$ cat src/rtl/branch_resolve_pkg.sv
// Shared definitions for the execute-stage branch resolution unit:
// condition codes, FSM encoding and the sequential-PC increment.
package branch_resolve_pkg;

  typedef enum logic [2:0] {
    FT_NEQ = 3'b000,
    FT_EQ  = 3'b001,
    FT_LT  = 3'b010,
    FT_LTZ = 3'b101,
    FT_LEZ = 3'b110,
    FT_GTZ = 3'b111
  } ft_e;

  typedef enum logic {
    IDLE = 1'b0,
    PEND = 1'b1
  } state_e;

  localparam int PC_INC = 4;

  // Two-operand compares use rt; the zero-compares force the subtrahend to 0.
  function automatic logic ft_uses_b(input logic [2:0] ft);
    return (ft == FT_NEQ) || (ft == FT_EQ) || (ft == FT_LT);
  endfunction

endpackage

$ cat src/rtl/branch_resolve_flags.sv
// Combinational subtract producing zero / signed-negative / overflow flags
// for the branch comparison.
module branch_flags #(
  parameter int DATA_W = 32
) (
  input  logic [DATA_W-1:0] a,
  input  logic [DATA_W-1:0] b,
  output logic              zero,
  output logic              negative,
  output logic              overflow
);

  logic [DATA_W-1:0] diff;

  assign diff     = a - b;
  assign zero     = (diff == '0);
  assign overflow = (a[DATA_W-1] ^ b[DATA_W-1]) & (diff[DATA_W-1] ^ a[DATA_W-1]);
  // Correcting the sign bit by overflow yields the true signed a < b.
  assign negative = diff[DATA_W-1] ^ overflow;

endmodule

$ cat src/rtl/branch_resolve.sv
// Execute-stage branch resolution: evaluates the condition code from the
// comparison flags and turns a taken branch into a held redirect plus flush.
module branch_resolve
  import branch_resolve_pkg::*;
#(
  parameter int DATA_W = 32,
  parameter int PC_W   = 32,
  parameter int CNT_W  = 16
) (
  input  logic              clk,
  input  logic              reset,
  input  logic              ex_valid,
  input  logic              ex_branch,
  input  logic [2:0]        ex_ft,
  input  logic [DATA_W-1:0] ex_a,
  input  logic [DATA_W-1:0] ex_b,
  input  logic [PC_W-1:0]   ex_pc,
  input  logic [PC_W-1:0]   ex_offset,
  input  logic              stall,
  output logic              redirect_valid,
  output logic [PC_W-1:0]   redirect_pc,
  output logic              flush,
  output logic              cmp_zero,
  output logic              cmp_negative,
  output logic              cmp_overflow,
  output logic              ft_err,
  output logic [CNT_W-1:0]  br_cnt,
  output logic [CNT_W-1:0]  taken_cnt
);

  state_e            state, state_next;
  logic [DATA_W-1:0] b_eff;
  logic              taken, ft_known, resolve;

  assign b_eff = ft_uses_b(ex_ft) ? ex_b : '0;

  branch_flags #(.DATA_W(DATA_W)) u_flags (
    .a        (ex_a),
    .b        (b_eff),
    .zero     (cmp_zero),
    .negative (cmp_negative),
    .overflow (cmp_overflow)
  );

  // NOTE: every always_comb output gets a default first so no path can infer a latch.
  always_comb begin
    taken    = 1'b0;
    ft_known = 1'b1;
    case (ex_ft)
      FT_NEQ:  taken = ~cmp_zero;
      FT_EQ:   taken = cmp_zero;
      FT_LT:   taken = cmp_negative;
      FT_LTZ:  taken = cmp_negative;
      FT_LEZ:  taken = cmp_negative | cmp_zero;
      FT_GTZ:  taken = ~cmp_negative & ~cmp_zero;
      default: ft_known = 1'b0;
    endcase
  end

  // Wrong-path EX contents are ignored while a redirect is pending.
  assign resolve = (state == IDLE) & ex_valid & ex_branch;

  always_comb begin
    state_next = state;
    case (state)
      IDLE:    if (resolve && taken) state_next = PEND;
      PEND:    if (!stall)           state_next = IDLE;
      default: state_next = IDLE;
    endcase
  end

  // NOTE: sequential state uses non-blocking assignments so every register
  // samples pre-edge values regardless of statement order.
  always_ff @(posedge clk) begin
    if (!reset) begin
      state       <= IDLE;
      redirect_pc <= '0;
      ft_err      <= 1'b0;
      br_cnt      <= '0;
      taken_cnt   <= '0;
    end else begin
      state  <= state_next;
      ft_err <= resolve & ~ft_known;
      if (resolve && taken)
        redirect_pc <= ex_pc + PC_W'(PC_INC) + ex_offset;
      if (resolve && (br_cnt != {CNT_W{1'b1}}))
        br_cnt <= br_cnt + CNT_W'(1);
      if (resolve && taken && (taken_cnt != {CNT_W{1'b1}}))
        taken_cnt <= taken_cnt + CNT_W'(1);
    end
  end

  assign redirect_valid = (state == PEND);
  assign flush          = (state == PEND);

endmodule

$ cat config.mk
export PLATFORM = sky130hd
export DESIGN_NAME = branch_resolve
export DESIGN_NICKNAME = d
export VERILOG_FILES = /design/src/rtl/branch_resolve_pkg.sv /design/src/rtl/branch_resolve_flags.sv /design/src/rtl/branch_resolve.sv
export SDC_FILE = /design/constraint.sdc
export NUM_CORES = 1
export LEC_CHECK = 0
export ABC_AREA = 0
export CAP_MARGIN = 0
export CORE_MARGIN = 2
export CORE_UTILIZATION = 54
export DETAILED_ROUTE_END_ITERATION = 8
export PLACE_DENSITY = 0.95
export SLEW_MARGIN = 10
export SYNTH_ARGS = -nofsm -noshare
export SYNTH_HDL_FRONTEND = slang
export SYNTH_SLANG_ARGS = --single-unit
export TNS_END_PERCENT = 10
$ cat constraint.sdc
create_clock -name clk -period 19.05 [get_ports clk]
set_input_delay 3.81 -clock clk [delete_from_list [all_inputs] [get_ports clk]]
set_output_delay 3.81 -clock clk [all_outputs]
set_load 0.03 [all_outputs]
==> flow_summary.json <==
{
  "outcome": "finished clean",
  "grt_first_pass_wirelength_mm": 38.2,
  "syn-instance-count": 967,
  "cellPowerDensity_nw_per_um2": 60.9,
  "drc_errors": 0,
  "synthesis.area_sq_um": 7290,
  "io_buffers": 205,
  "holdBufCountCts": 0,
  "cts.reportedPaths.clkPinSlew_ps": 60,
  "clockBufferDepth": 2,
  "wl_per_cell_um": 18.2,
  "drt_pass1_iterations": 5,
  "critical_path_arrival_ps": 11370,
  "antenna_found_initial": 0,
  "synthFlopType": "dfxtp_1",
  "timing.rr.start": "br_cnt[6]",
  "critical_path_peak_fanout": 32,
  "post_cts.resized_instances": 0,
  "antenna_cells_inserted": 0,
  "slew_at_the_pin_closest_to_its_max_slew_limit_ps": 1040,
  "worstSetupEndpointType": "primary output",
  "post-route-util_pct": 74.2,
  "post_route_cells_drive_above_1_share_pct": 2.77,
  "synthesis.yosys.warnings": 0,
  "netlist-cell-type-count": 74,
  "total_leakage_power_nw": 4.14,
  "synthToLayoutAreaGrowth_pct": 34.2,
  "global_route.usage.total_pct": 32.7,
  "detailed_place_hpwl_mm": 18.5,
  "final-hold-violation-count": 0,
  "clock_sink_count": 66,
  "grt-ovfl-total": 0,
  "routed_wirelength_mm": 24.2,
  "worst-endpoint-required_ps": 15240,
  "detailed_place.area_sq_um": 9430,
  "min_period_over_period_pct": 79.7,
  "worst-r2r-cell-count": 9,
  "htreeDepth": 3,
  "io-pin-count": 206,
  "grt_start_max_net_pins": 65,
  "synth.cells.most_frequent": "nor2_1, ha_1, nand2_1",
  "worst_hold_path_type": "register to register",
  "synth.largest_area_cell": "dfxtp_1",
  "timing.slew.headroom_pct": 29.0,
  "route.vias.total": 8229,
  "die_height_um": 120,
  "criticalPathCategory": "input port to primary output",
  "ctsRootBufferMaster": "clkbuf_16",
  "grt_busiest_layer": "met2",
  "global_route.usage.met1_pct": 39.4,
  "finish.net_count": 1387,
  "synth_edf_count": 0,
  "design.die.area_sq_um": 14400,
  "netlist.area_leader.share_pct": 18.1,
  "period_needed_ps": 15180,
  "antenna_violating_nets_post_route": 0,
  "clkLatencyLatePin_ps": 330,
  "routability_congestion_estimate": 1.01,
  "setup.worst_path.end": "cmp_zero",
  "synthTopCellsByArea": "dfxtp_1, ha_1, a21oi_1, nor2_1, nand2_1",
  "detail_route.iter0.violations": 800,
  "synthesis.area_per_instance_sq_um": 7.54,
  "drv_slew": 0,
  "cts.repair_timing.setup_buffer_count": 0,
  "ys_async_sr_fraction_pct": 0,
  "rrSetupSlack_ps": 16390,
  "tns_ps": 0,
  "global_route.usage.met3_pct": 7.51,
  "post-synth-top-count-cell": "nor2_1",
  "finalSetupViolCount": 0,
  "rsz0062_at_grt": "no",
  "timing.max_cap.violations": 0,
  "synthesis.nets": 1203,
  "yosys_register_bits": 66,
  "grt_pass1_vias": 7846,
  "timing.critical_path.from": "ex_ft[0]",
  "initial_core_util_pct": 55.2,
  "finalInstanceArea_sq_um": 9780,
  "final.setup_skew_ps": 7.64,
  "fmaxAchievable_mhz": 65.9,
  "coreArea_sq_um": 13200,
  "vias_per_cell": 6.18,
  "peakVddDrop_mv": 0.0541,
  "setup.worst_path.start_class": "input port",
  "cts_tree": "built",
  "row_count": 42,
  "cts_inserted_buffers": 9,
  "die_x_extent_um": 120,
  "synth_seq_area_share_pct": 18.1,
  "regToRegEndpoint": "br_cnt[7]",
  "global_route.usage.met2_pct": 54.0
}
[cell families after synthesis]
family                     share of synthesized area (%)
and+or+nand+nor                                     25.5
AOI/OAI and AO/OA                                   23.3
adders and majority gates                           17.5
muxes                                               5.27
xor gates and xnor gates                            6.25
buffers and inverters                               4.09
DFF                                                 18.1
[per-layer routing]
| metal | vias up | part of all wire [%] |
|---|---|---|
| met5 | - | 0 |
| met4 | 0 | 5.2 |
| met3 | 93 | 8.4 |
| met2 | 400 | 46 |
| met1 | 3792 | 40 |
| li1 | 3944 | - |
[flip-flops by register name (all words and copies together) (netlist names)]
name and flops:
redirect_pc 32, br_cnt 16, taken_cnt 16, flush 1
ft_err 1
[through the flow]
| stage | total power [mW] | setup WS, ps | cells | hold WS (ps) |
|---|---|---|---|---|
| final | 0.596 | 3870 | 1332 | 455 |
| after global routing | 0.624 | 3380 | 1332 | 494 |
| after CTS | 0.591 | 3970 | 1332 | 460 |
| after detailed placement | 0.394 | 3990 | 1316 | 454 |
| after global placement | 0.391 | 4160 | 1316 | 445 |
| after floorplan | 0.313 | 5680 | 967 | 578 |
[critical path: stages]
cell and delay [ps]:
clkdlybuf4s50_1 530, a21oi_2 180, buf_4 330, nand2_1 110, ha_1 500, nand3_1 200
a2111oi_0 590, a21oi_1 120, a21o_1 270, o31ai_1 370, o21a_1 160, o21ai_0 70
nand2b_1 90, a21oi_1 80, fa_1 540, nand3_1 110, nor4_1 190, o2111ai_1 180
nor3_2 170, nand4b_1 110, or4_1 500, or4_1 510, or4_1 520, nor4_1 220
and4_1 230, clkdlybuf4s50_1 680
[cell usage in the layout (no fill, tap or decap), types with 16 or more instances in the layout]
master / instances
clkdlybuf4s50_1: 205
nor2_1: 100
ha_1: 97
nand2_1: 96
a21oi_1: 83
dfxtp_1: 66
o21ai_0: 42
inv_1: 35
nand3_1: 35
xnor2_1: 35
mux2i_1: 35
a21o_1: 24
nor3_1: 21
nand2b_1: 20
a211oi_1: 18
and3_1: 17
xor2_1: 17
nand4_1: 16
or3_1: 16
[area by class of cell]
type	instances	area [sq um]
multi-input cells	830	5680
fillers	967	3410
repair buffers	208	2070
flip-flops and latches	66	1320
clock buffers	10	239
well taps	176	220
inverters	36	135
clock inverters	6	111
[worst min path at each step]
stage / from / to / cells past startpoint
after floorplan: redirect_pc[29] / redirect_pc[29] / 2
after detailed placement: redirect_pc[29] / redirect_pc[29] / 2
after global routing: redirect_pc[29] / redirect_pc[29] / 2
after global placement: redirect_pc[28] / redirect_pc[28] / 2
final: redirect_pc[29] / redirect_pc[29] / 2
after CTS: redirect_pc[29] / redirect_pc[29] / 2
[power breakdown]
group          leakage [nW]  switching (mW)  internal [mW]
Clock                 0.169          0.0644          0.132
Sequential            0.534         0.00359          0.143
Combinational          3.43           0.142          0.111
Total                  4.14           0.210          0.386
(Power assumes the default switching activity.)
